===== config.mk =====
export PLATFORM = sky130hd
export DESIGN_NAME = jt49_env_ctrl_flat
export DESIGN_NICKNAME = d
export VERILOG_FILES = /design/src/rtl/jt49_env_pkg.sv /design/src/rtl/jt49_env_ctrl_if.sv /design/src/rtl/jt49_env_period.sv /design/src/rtl/jt49_env_ctrl.sv /design/src/flat_wrapper.sv
export SDC_FILE = /design/constraint.sdc
export NUM_CORES = 1
export LEC_CHECK = 0
export CAP_MARGIN = 20
export CORE_MARGIN = 1
export CORE_UTILIZATION = 52
export CTS_CLUSTER_DIAMETER = 40
export DETAILED_ROUTE_END_ITERATION = 16
export PLACE_DENSITY = 0.79
export SYNTH_ARGS = -nofsm -noshare
export SYNTH_HDL_FRONTEND = slang
export SYNTH_SLANG_ARGS = --single-unit

===== constraint.sdc =====
create_clock -name clk -period 7.38 [get_ports clk]
set_input_delay 0.738 -clock clk [delete_from_list [all_inputs] [get_ports clk]]
set_output_delay 0.738 -clock clk [all_outputs]
set_load 0.005 [all_outputs]

===== src/rtl/jt49_env_pkg.sv =====
// Shared constants and shape helpers for the PSG envelope register front-end.
package jt49_env_pkg;

  localparam int unsigned ENV_PW = 16;

  localparam logic [3:0] ENV_ADDR_FINE   = 4'd11;
  localparam logic [3:0] ENV_ADDR_COARSE = 4'd12;
  localparam logic [3:0] ENV_ADDR_SHAPE  = 4'd13;

  localparam int unsigned CONT = 3;
  localparam int unsigned ATT  = 2;
  localparam int unsigned ALT  = 1;
  localparam int unsigned HOLD = 0;

  typedef struct packed {
    logic cont;
    logic att;
    logic alt;
    logic hold;
  } env_shape_t;

  // Place shape flags at the bit positions the envelope generator expects
  function automatic logic [3:0] env_shape_pack(input env_shape_t s);
    logic [3:0] r;
    r       = 4'h0;
    r[CONT] = s.cont;
    r[ATT]  = s.att;
    r[ALT]  = s.alt;
    r[HOLD] = s.hold;
    return r;
  endfunction

endpackage


===== src/rtl/jt49_env_ctrl_if.sv =====
// CPU-side PSG register bus seen by the envelope register front-end.
interface jt49_env_ctrl_if;
  logic       cs_n;
  logic       wr_n;
  logic [3:0] addr;
  logic [7:0] din;
  logic [7:0] dout;

  modport master (output cs_n, output wr_n, output addr, output din, input  dout);
  modport slave  (input  cs_n, input  wr_n, input  addr, input  din, output dout);
endinterface


===== src/rtl/jt49_env_period.sv =====
// Envelope timebase: cen prescaler, period counter and step square wave.
module jt49_env_period #(
  parameter int unsigned PRESCALE = 8,
  parameter int unsigned PW       = 16
) (
  input  logic          clk,
  input  logic          rst_n,
  input  logic          cen,
  input  logic [PW-1:0] period,
  input  logic          clr,
  output logic          step,
  output logic          tick
);

  localparam int unsigned PRE_W = $clog2(PRESCALE);

  logic [PRE_W-1:0] pre;
  logic [PW-1:0]    cnt;
  logic             tick_c;
  logic [PW:0]      cnt_inc;
  logic [PW:0]      per_eff;

  assign tick_c  = cen && (pre == PRE_W'(PRESCALE - 1));
  assign cnt_inc = {1'b0, cnt} + (PW+1)'(1);
  // A zero period counts like a period of one
  assign per_eff = (period == '0) ? (PW+1)'(1) : {1'b0, period};

  always_ff @(posedge clk or negedge rst_n) begin
    if (!rst_n) begin
      pre  <= '0;
      cnt  <= '0;
      step <= 1'b0;
      tick <= 1'b0;
    end else if (clr) begin
      pre  <= '0;
      cnt  <= '0;
      step <= 1'b0;
      tick <= 1'b0;
    end else begin
      tick <= tick_c;
      if (cen) pre <= tick_c ? '0 : pre + PRE_W'(1);
      // >= so a period shrunk below the current count wraps on the next tick
      if (tick_c) begin
        if (cnt_inc >= per_eff) begin
          cnt  <= '0;
          step <= ~step;
        end else begin
          cnt <= cnt_inc[PW-1:0];
        end
      end
    end
  end

endmodule


===== src/rtl/jt49_env_ctrl.sv =====
// PSG envelope register front-end: R11/R12/R13 decode, restart and timebase.
// Optional readback of the envelope registers when JT49_ENV_READBACK_EN is defined.
module jt49_env_ctrl
  import jt49_env_pkg::*;
#(
  parameter int unsigned PRESCALE = 8,
  parameter int unsigned PW       = ENV_PW
) (
  input  logic              clk,
  input  logic              rst_n,
  input  logic              cen,
  jt49_env_ctrl_if.slave    bus,
  output logic              eg_step,
  output logic              eg_null_period,
  output logic              eg_restart,
  output logic [3:0]        eg_ctrl
);

  logic       wr;
  logic       wr_shape;
  logic [7:0] per_fine;
  logic [7:0] per_coarse;
  env_shape_t shape;
  logic [PW-1:0] period;
  logic       tick_unused;

  assign wr       = !bus.cs_n && !bus.wr_n;
  assign wr_shape = wr && (bus.addr == ENV_ADDR_SHAPE);
  assign period   = PW'({per_coarse, per_fine});
  assign eg_ctrl  = env_shape_pack(shape);

  // Register file, restart pulse and null-period flag
  always_ff @(posedge clk or negedge rst_n) begin
    if (!rst_n) begin
      per_fine       <= 8'h00;
      per_coarse     <= 8'h00;
      shape          <= '0;
      eg_restart     <= 1'b0;
      eg_null_period <= 1'b1;
    end else begin
      eg_restart     <= wr_shape;
      eg_null_period <= (period == '0);
      if (wr && (bus.addr == ENV_ADDR_FINE))   per_fine   <= bus.din;
      if (wr && (bus.addr == ENV_ADDR_COARSE)) per_coarse <= bus.din;
      if (wr_shape)                            shape      <= env_shape_t'(bus.din[3:0]);
    end
  end

`ifdef JT49_ENV_READBACK_EN
  always_ff @(posedge clk or negedge rst_n) begin
    if (!rst_n) begin
      bus.dout <= 8'hFF;
    end else if (!bus.cs_n && bus.wr_n) begin
      case (bus.addr)
        ENV_ADDR_FINE:   bus.dout <= per_fine;
        ENV_ADDR_COARSE: bus.dout <= per_coarse;
        ENV_ADDR_SHAPE:  bus.dout <= {4'h0, shape};
        default:         bus.dout <= 8'hFF;
      endcase
    end
  end
`else
  always_ff @(posedge clk or negedge rst_n) begin
    if (!rst_n) bus.dout <= 8'hFF;
    else        bus.dout <= 8'hFF;
  end
`endif

  // A shape write restarts the timebase and wins over a coincident tick
  jt49_env_period #(
    .PRESCALE (PRESCALE),
    .PW       (PW)
  ) u_period (
    .clk    (clk),
    .rst_n  (rst_n),
    .cen    (cen),
    .period (period),
    .clr    (wr_shape),
    .step   (eg_step),
    .tick   (tick_unused)
  );

endmodule


===== src/flat_wrapper.sv =====
// flat-port wrapper written by rule: the top's interface ports become plain ports
module jt49_env_ctrl_flat import jt49_env_pkg::*;
#(
  parameter int unsigned PRESCALE = 8,
  parameter int unsigned PW       = ENV_PW
)
  (clk, rst_n, cen, eg_step, eg_null_period, eg_restart, eg_ctrl, bus_cs_n, bus_wr_n, bus_addr, bus_din, bus_dout);
  jt49_env_ctrl_if bus_i ();
  input  logic clk;
  input  logic rst_n;
  input  logic cen;
  output logic eg_step;
  output logic eg_null_period;
  output logic eg_restart;
  output logic [3:0] eg_ctrl;
  input wire logic [$bits(bus_i.cs_n)-1:0] bus_cs_n;
  input wire logic [$bits(bus_i.wr_n)-1:0] bus_wr_n;
  input wire logic [$bits(bus_i.addr)-1:0] bus_addr;
  input wire logic [$bits(bus_i.din)-1:0] bus_din;
  output wire logic [$bits(bus_i.dout)-1:0] bus_dout;
  assign bus_i.cs_n = bus_cs_n;
  assign bus_i.wr_n = bus_wr_n;
  assign bus_i.addr = bus_addr;
  assign bus_i.din = bus_din;
  assign bus_dout = bus_i.dout;
  jt49_env_ctrl #(.PRESCALE(PRESCALE), .PW(PW)) u_core (.clk(clk), .rst_n(rst_n), .cen(cen), .bus(bus_i), .eg_step(eg_step), .eg_null_period(eg_null_period), .eg_restart(eg_restart), .eg_ctrl(eg_ctrl));
endmodule

=== Word-level counts from Yosys, hierarchy flattened ===
Index checks and enable logic that the tools add are counted.

* Input bits: 17
* Logic and storage cells: 41
* Bits in registers: 42
* Output and inout bits: 15

* Eq/ne operators: 4
* Bitwise gates (word level): 1
* Magnitude comparators: 1
* Multiplexer cells: 10
* Add/sub/neg operators: 2
* Reduce and logical (&&, ||, !) cells: 12

{| class="wikitable"
|+ Operators with widths
! kind !! count
|-
| $mux 16 || 4
|-
| $add 16x1->17 const B || 1
|-
| $ge 17x16->1 || 1
|-
| $logic_not 16->1 || 1
|-
| $eq 4x4->1 const B || 3
|-
| $mux 3 || 3
|-
| $reduce_bool 2->1 || 3
|-
| $logic_and 1x1->1 || 5
|-
| $add 3x1->3 const B || 1
|-
| $eq 3x3->1 const B || 1
|-
| $mux 1 || 3
|-
| $logic_not 1->1 || 2
|-
| $reduce_and 2->1 || 1
|-
| $not 1->1 || 1
|}

=== Depth between registers and ports, before layout ===
Gate-level depths: netlist of run 1.

* Word-level depth: 6
* Depth in mapped cells: 12
* Gate-level depth less buffers: 12

=== Cells and area by module ===
A second synthesis of run 1 with hierarchy kept.

* Cells, all modules: 256
* Area, all modules: 2606.2 µm²

{| class="wikitable"
|+ Modules (own cells, without submodules)
! module !! cells each !! area an instance (µm²) !! sequential area each (µm²) !! times used
|-
| jt49_env_period || 193 || 1635.3 || 525.5 || 1
|-
| jt49_env_ctrl || 63 || 970.9 || 551.8 || 1
|}

=== Worst setup path before layout of run 1 ===
OpenSTA, ideal clock, no wires.

* Path kind: register to register
* Start point: reg u_core.u_period.cnt[0]
* End point: reg u_core.u_period.step
* Cell stages (with the launch flop): 12
* Arrival: 2747 ps
* Slack: 4512 ps
* Library setup time: 121 ps
* Path through: dfrtp_1 -> ha_1 -> and3_1 -> and3_1 -> xor2_1 -> ha_1 -> a211oi_2 -> nor2_1 -> o41a_1 -> buf_6 -> or2_4 -> a22o_1

* Cells in the longest elaborated chain, start to end: 4

{| class="wikitable"
|+ Ends and longest elaborated chain
! item !! line !! text
|-
| start: declaration || jt49_env_period.sv:18 || <nowiki>logic [PW-1:0] cnt;</nowiki>
|-
| start signal: assignment || jt49_env_period.sv:48 || <nowiki>cnt <= cnt_inc[PW-1:0];</nowiki>
|-
| $add 16x1->17 || jt49_env_period.sv:24 || <nowiki>assign cnt_inc = {1'b0, cnt} + (PW+1)'(1);</nowiki>
|-
| $ge 17x16->1 || jt49_env_period.sv:44 || <nowiki>if (cnt_inc >= per_eff) begin</nowiki>
|-
| $reduce_bool 2->1 (no line) || -- ||
|-
| $reduce_and 2->1 (no line) || -- ||
|-
| end signal: assignment || jt49_env_period.sv:46 || <nowiki>step <= ~step;</nowiki>
|-
| end: declaration || jt49_env_period.sv:11 || <nowiki>output logic step,</nowiki>
|}

No other way between the ends.
A chain may end at the register's enable or synchronous reset.

=== Worst setup path after layout of run 1 ===
* Start point: reg u_core.u_period.cnt[2]
* End point: reg u_core.u_period.cnt[14]

* Cells in the longest elaborated chain, start to end: 5

{| class="wikitable"
|+ Ends and longest elaborated chain
! item !! line !! text
|-
| $add 16x1->17 * || jt49_env_period.sv:24 ||
|-
| $ge 17x16->1 || jt49_env_period.sv:44 ||
|-
| $mux 16 * || jt49_env_period.sv:44 ||
|-
| $mux 16 * || jt49_env_period.sv:43 || <nowiki>if (tick_c) begin</nowiki>
|-
| $mux 16 * || jt49_env_period.sv:34 || <nowiki>end else if (clr) begin</nowiki>
|}

Mark *: on every way between the ends. The rest lies on a longest branch, timed or not. The select of a mux whose other input is x is not followed.

==> results of run 1 <==
## kinds of logic after synthesis
group / count (synthesis) / synth area share
compound gates: 46 / 0.126
buf+inv: 31 / 0.0627
fa+ha+maj: 19 / 0.0953
other cells: 1 / 0.00150
xor+xnor: 13 / 0.0457
simple gates: 82 / 0.180
mux: 15 / 0.0672
flops: 42 / 0.422
## area by class of cell
cell class,instances,area [µm²]
Clock inverter,1,5.00
Multi-Input combinational cell,183,1310
Timing Repair Buffer,24,233
Fill cell,371,1660
Sequential cell,42,1050
Tap cell,52,65.1
Inverter,17,63.8
Clock buffer,7,86.3
## how the worst max path moves through the flow
stage,end,slack (ps),cells after the start
6_report,u_core.u_period.cnt[14]$_DFFE_PN0P_,4130,12
5_1_grt,u_core.u_period.cnt[14]$_DFFE_PN0P_,3900,12
4_1_cts,u_core.u_period.cnt[14]$_DFFE_PN0P_,4160,12
3_5_place_dp,u_core.u_period.cnt[0]$_DFFE_PN0P_,4120,6
3_3_place_gp,u_core.u_period.cnt[14]$_DFFE_PN0P_,4240,11
2_1_floorplan,u_core.u_period.step$_DFFE_PN0P_,4510,11
## sequential cells by signal, indices dropped and copies added (netlist names)
name	flops
u_core.per_coarse	8
u_core.eg_restart	1
u_core.u_period.pre	3
u_core.u_period.cnt	16
u_core.eg_null_period	1
u_core.per_fine	8
u_core.eg_ctrl	4
u_core.u_period.step	1
## worst max-delay path: stages (launching register included)
cell and delay [ps]:
dfrtp_1 470, nand4_1 220, nor2_2 270, and3_2 240, nand3_1 100, xnor2_1 250
ha_1 280, nand2_1 80, nor3_1 80, a31oi_1 250, nand4_2 270, nor2_1 460
a31o_2 220
## routing by layer
| layer | wire [µm] | vias to the layer above | track usage | part of all wire |
|---|---|---|---|---|
| met3 | 162 | 5 | 0.0422 | 0.032 |
| met1 | 2510 | 895 | 0.305 | 0.50 |
| met5 | 0 | - | 0 | 0 |
| met4 | 29 | 0 | 0.0400 | 0.0058 |
| met2 | 2280 | 33 | 0.332 | 0.46 |
| li1 | - | 918 | - | - |
## placed cells by master, fill, tap and decap left out, types with 2 or more instances in the layout
cell,instances
mux2_2,14
clkdlybuf4s50_1,22
nand2_1,24
dfrtp_1,41
a21oi_1,8
nor4_1,4
nand3_1,9
o31ai_1,3
conb_1,8
clkbuf_8,6
nor2_1,9
ha_1,19
a22o_1,4
xor2_1,5
a31o_2,6
and2_1,6
xnor2_1,8
o21ai_0,14
and3_1,3
inv_1,17
and4b_1,2
nor3_1,6
a21o_1,4
or3_1,2
nand4_1,5
## power groups by stage
stage	clock, mW	combinational, mW	sequential (mW)
floorplan	0	0.104	0.295
global placement	0	0.144	0.303
detailed placement	0	0.151	0.304
CTS	0.155	0.152	0.299
global route	0.162	0.174	0.306
finish	0.153	0.151	0.299
==> metrics.md, run 1 <==
| Metric | Value |
|---|---|
| Yosys top cell area share | `0.411` |
| Fin Hold WS | `510 ps` |
| Hold buffers post-CTS | `0` |
| First-pass GRT wire length | `8280 µm` |
| Clock Path Buffers | `2` |
| CP Capture Type | `register` |
| Largest net degree at the start of global routing | `43` |
| Design area | `2820 µm²` |
| Worst setup path start | `u_core.u_period.cnt[2]$_DFFE_PN0P_` |
| Clock Latency Late Sink | `290 ps` |
| Setup bufs post-CTS | `0` |
| # H-tree levels | `2` |
| Critical path fanouts, max | `9` |
| # Max-Cap Violations | `0` |
| Leak | `1.36 nW` |
| Number of diodes | `0` |
| Post-synth design cell area | `2490 µm²` |
| Most common library cells after synthesis | `dfrtp_1 (41), nand2_1 (24), ha_1 (19)` |
| Initial antenna violation count | `0` |
| Comb power frac | `0.251` |
| Reg2Reg Depth | `12` |
| Cell count after placement | `317` |
| EDFF count, synth | `0` |
| Max-slew violation count | `0` |
| Required time of the critical path | `7610 ps` |
| Reg-to-reg startpoint | `u_core.u_period.cnt[2]$_DFFE_PN0P_` |
| Unrepaired setup endpoints after global routing | `no` |
| Tightest Pin Transition | `933 ps` |
| Hpwl dp | `3750 µm` |
| Routed WL | `4990 µm` |
| Final worst slack | `4130 ps` |
| Period utilisation layout | `0.441` |
| Hold EP | `u_core.eg_ctrl[1]$_DFFE_PN0P_` |
| Power per Cell Area | `214 nW/µm²` |
| Post-Layout Cell Count | `326` |
| Syn. warnings | `0` |
| Row count | `24` |
| Clock Sink Count | `42` |
| Dpl ws | `4120 ps` |
| Total power | `603 µW` |
| FF-to-FF setup slack | `4130 ps` |
| Worst vdd ir | `0.000175 V` |
| Gr usage total | `0.211` |
| Nets@finish | `309` |
| # IOs | `32` |
| Layout Utilization | `0.629` |
| Clock power frac | `0.253` |
| Synth area leaders | `dfrtp_1 (41%), ha_1 (9.5%), mux2_2 (6.3%)` |
| Syn avg cell area | `10.0 µm²` |
| Share of post-route cells with drive strength above 1 | `0.146` |
| GP Congestion | `0.895` |
| TritonCTS clock tree | `built` |
| Sw Share | `0.304` |
| Startpoint Class | `register` |
| CORE AREA | `4470 µm²` |
| Max Clock Skew | `5.14 ps` |
| Critical Path AT | `3490 ps` |
| Mapped Cells | `249` |
| Grt ovf | `0` |
| Routed WL per cell | `15.3 µm` |
| Number of global-route vias before repair | `1757` |
| Start point of the worst hold path | `u_core.eg_ctrl[1]$_DFFE_PN0P_` |
| Via count | `1851` |
| FF+latch count, synth | `42` |
| 1st-iter DRT viols | `107` |
| Reg-to-reg critical path endpoint | `u_core.u_period.cnt[14]$_DFFE_PN0P_` |
| Rel. slew slack | `0.378` |
| Worst-path clk slew | `80 ps` |
| Worst hold stages | `1` |
| Critical path class | `register to register` |
| CTS Buf Count | `5` |
| Final Setup Violations | `0` |
| First-pass DRT Iterations | `4` |
| Port bufs | `23` |
| ANT nets after route | `0` |
| Psw | `183 µW` |
| Final Hold Viols | `0` |
| Final critical-path required period | `3250 ps` |
| Sequential area share after synthesis | `0.422` |
| Sequential share of power | `0.496` |
| DIE HEIGHT | `71.3 µm` |
| Outcome | `completed` |
| Area grow syn2layout | `12.9%` |
| Die Footprint | `5080 µm²` |
| CTS root buf | `clkbuf_8` |
| Synth cell types | `48` |
| Synth async-reset ratio | `1.00` |
| Setup tns final | `0 ps` |
| Residual DRC count | `0` |
| Starting Density | `0.557` |
| F_max | `0.307 GHz` |
| Via density per instance | `5.68` |
| Hold WC Path Type | `register to register` |
| P_int | `420 µW` |
| Ys flop type | `dfrtp_1` |
| CTS resizes | `0` |
| Synth area leader | `dfrtp_1` |
| Die W | `71.3 µm` |
| Placed cell area | `2720 µm²` |
| Cell with the most instances after synthesis | `dfrtp_1` |
Note: power is estimated with default switching activity, not from simulation.
==> run 2: changes to the inputs <==
- CORE_UTILIZATION: 52 -> 50
- clock period: 7.38 -> 2.97 ns (I/O delays scaled with it)
==> run 2 against run 1 <==
Effect of this change:
- the flow now finishes with violations (negative setup slack)
- global-route usage grew 1.4 points
- critical path depth shrank 1
- register-to-register slack lost 4100 ps
- maximum frequency grew 8.9%
- flip-flop and latch count is the same
- via count grew 6.9%
- hold slack lost 380 ps
- setup slack lost 4100 ps
- design area grew 12%
- die area grew 3.9%
- largest power group unchanged
- sequential power grew 150%
==> metrics.md, run 2 (synthesis results as in run 1) <==
| Metric | Value |
|---|---|
| Outcome | `complete, but fails checks` |
| Failing checks | `negative setup slack` |
| Die W | `72.6 µm` |
| TritonCTS clock tree | `built` |
| Rel. slew slack | `0.370` |
| Initial antenna violation count | `0` |
| Worst-path clk slew | `80 ps` |
| Critical path class | `register to register` |
| Routed WL | `5850 µm` |
| Required time of the critical path | `3220 ps` |
| Design area | `3150 µm²` |
| Nets@finish | `328` |
| Reg2Reg Depth | `11` |
| Power per Cell Area | `529 nW/µm²` |
| Most common cell after layout, fill and taps aside | `dfrtp_1` |
| Max-slew violation count | `0` |
| Tightest Pin Transition | `944 ps` |
| Final Hold Viols | `0` |
| Biggest regs | `u_core.u_period.cnt (16), u_core.per_coarse (8), u_core.per_fine (8)` |
| Storage cell area | `1060 µm²` |
| Share of post-route cells with drive strength above 1 | `0.276` |
| CP Capture Type | `register` |
| Placed cell area | `2860 µm²` |
| CTS root buf | `clkbuf_8` |
| Starting Density | `0.524` |
| Hpwl dp | `4020 µm` |
| Footprint of the multi-input gates | `1450 µm²` |
| ANT nets after route | `0` |
| Leak | `1.47 nW` |
| Gr usage total | `0.225` |
| Number of global-route vias before repair | `1858` |
| GP Congestion | `0.944` |
| Clock Sink Count | `42` |
| Final worst slack | `-16.7 ps` |
| Clock Path Buffers | `2` |
| # Max-Cap Violations | `0` |
| Total power | `1.67 mW` |
| Startpoint Class | `register` |
| First-pass GRT wire length | `8860 µm` |
| CTS Buf Count | `5` |
| Worst vdd ir | `0.000292 V` |
| 1st-iter DRT viols | `98` |
| Critical Path AT | `3240 ps` |
| Fillers | `389` |
| Via density per instance | `5.49` |
| DIE HEIGHT | `72.6 µm` |
| Unrepaired setup endpoints after global routing | `yes` |
| # IOs | `32` |
| Routed WL per cell | `16.3 µm` |
| Biggest register | `u_core.u_period.cnt` |
| Grt ovf | `0` |
| Layout Utilization | `0.663` |
| Area grow syn2layout | `26.5%` |
| # H-tree levels | `2` |
| CORE AREA | `4750 µm²` |
| Die Footprint | `5270 µm²` |
| Clock Latency Late Sink | `310 ps` |
| Dpl ws | `-8.20 ps` |
| Residual DRC count | `0` |
| Final critical-path required period | `2990 ps` |
| Row count | `25` |
| Period utilisation layout | `1.01` |
| First-pass DRT Iterations | `4` |
| Critical path fanouts, max | `7` |
| Max Clock Skew | `4.71 ps` |
| Hold WC Path Type | `input pin to asynchronous set/reset pin` |
| F_max | `0.335 GHz` |
| Final Setup Violations | `1` |
| Port bufs | `23` |
| Largest net degree at the start of global routing | `43` |
| Most frequent cells in the layout | `dfrtp_1 (37), nand2_1 (24), clkdlybuf4s50_1 (22), ha_1 (18)` |
| Via count | `1978` |
| Number of diodes | `0` |
| Flip-flop count of the largest register after layout | `16` |
==> run 2: per-stage QoR <==
step / hold WS (ps) / setup TNS (ps) / std cells
CTS: 159 / -5.24 / 356
global route: 201 / -521 / 360
floorplan: 1.41 / 0 / 256
detailed placement: 492 / -20.9 / 348
finish: 128 / -16.7 / 360
global placement: 484 / 0 / 348
==> run 2: where the power goes <==
group | leakage, nW | switching, mW | total (mW) | internal [mW]
Sequential | 0.534 | 0.0749 | 0.743 | 0.668
Clock | 0.0514 | 0.210 | 0.461 | 0.251
Combinational | 0.881 | 0.227 | 0.465 | 0.238
==> run 2: metal layers <==
layer | routed length [µm] | vias up | GRT usage
met5 | 0 | - | 0
met3 | 236 | 8 | 0.0539
met4 | 99 | 0 | 0.0588
li1 | - | 956 | -
met1 | 2600 | 977 | 0.305
met2 | 2920 | 37 | 0.362
==> run 2: final timing paths <==
check | startpoint | slack [ps] | endpoint
setup / recovery | u_core.u_period.cnt[0]$_DFFE_PN0P_ | -20 | u_core.u_period.cnt[7]$_DFFE_PN0P_
min in group clk | u_core.eg_ctrl[0]$_DFFE_PN0P_ | 510 | u_core.eg_ctrl[0]$_DFFE_PN0P_
hold reg to reg | u_core.eg_ctrl[0]$_DFFE_PN0P_ | 510 | u_core.eg_ctrl[0]$_DFFE_PN0P_
hold / removal | rst_n | 130 | u_core.eg_restart$_DFF_PN0_
setup reg to reg | u_core.u_period.cnt[0]$_DFFE_PN0P_ | -20 | u_core.u_period.cnt[7]$_DFFE_PN0P_
max in group asynchronous | rst_n | 2190 | u_core.u_period.cnt[3]$_DFFE_PN0P_
==> run 2: critical path: stages (launching register included) <==
cell	delay (ps)
dfrtp_1	430
ha_4	190
and3_4	210
and3_4	200
xor2_2	170
ha_1	280
a211oi_2	190
nor2_1	70
o41a_1	550
buf_4	210
o31ai_2	260
a22o_1	170
==> run 2: final cells by class <==
| class | count | area share |
|---|---|---|
| inverter | 17 | 0.0202 |
| clock buffer | 6 | 0.0230 |
| tap | 67 | 0.0266 |
| sequential | 42 | 0.335 |
| multi-input combinational | 183 | 0.461 |
| timing repair buffer | 43 | 0.123 |
| clock inverter | 2 | 0.0119 |
==> run 2: what timing repair did <==
action | CTS | global route
gates resized for setup | 1 | 32
buffers inserted | 0 | 4
pin swaps | 1 | 13
hold buffers | 0 | 0
endpoints found under the setup margin | 11 | 17
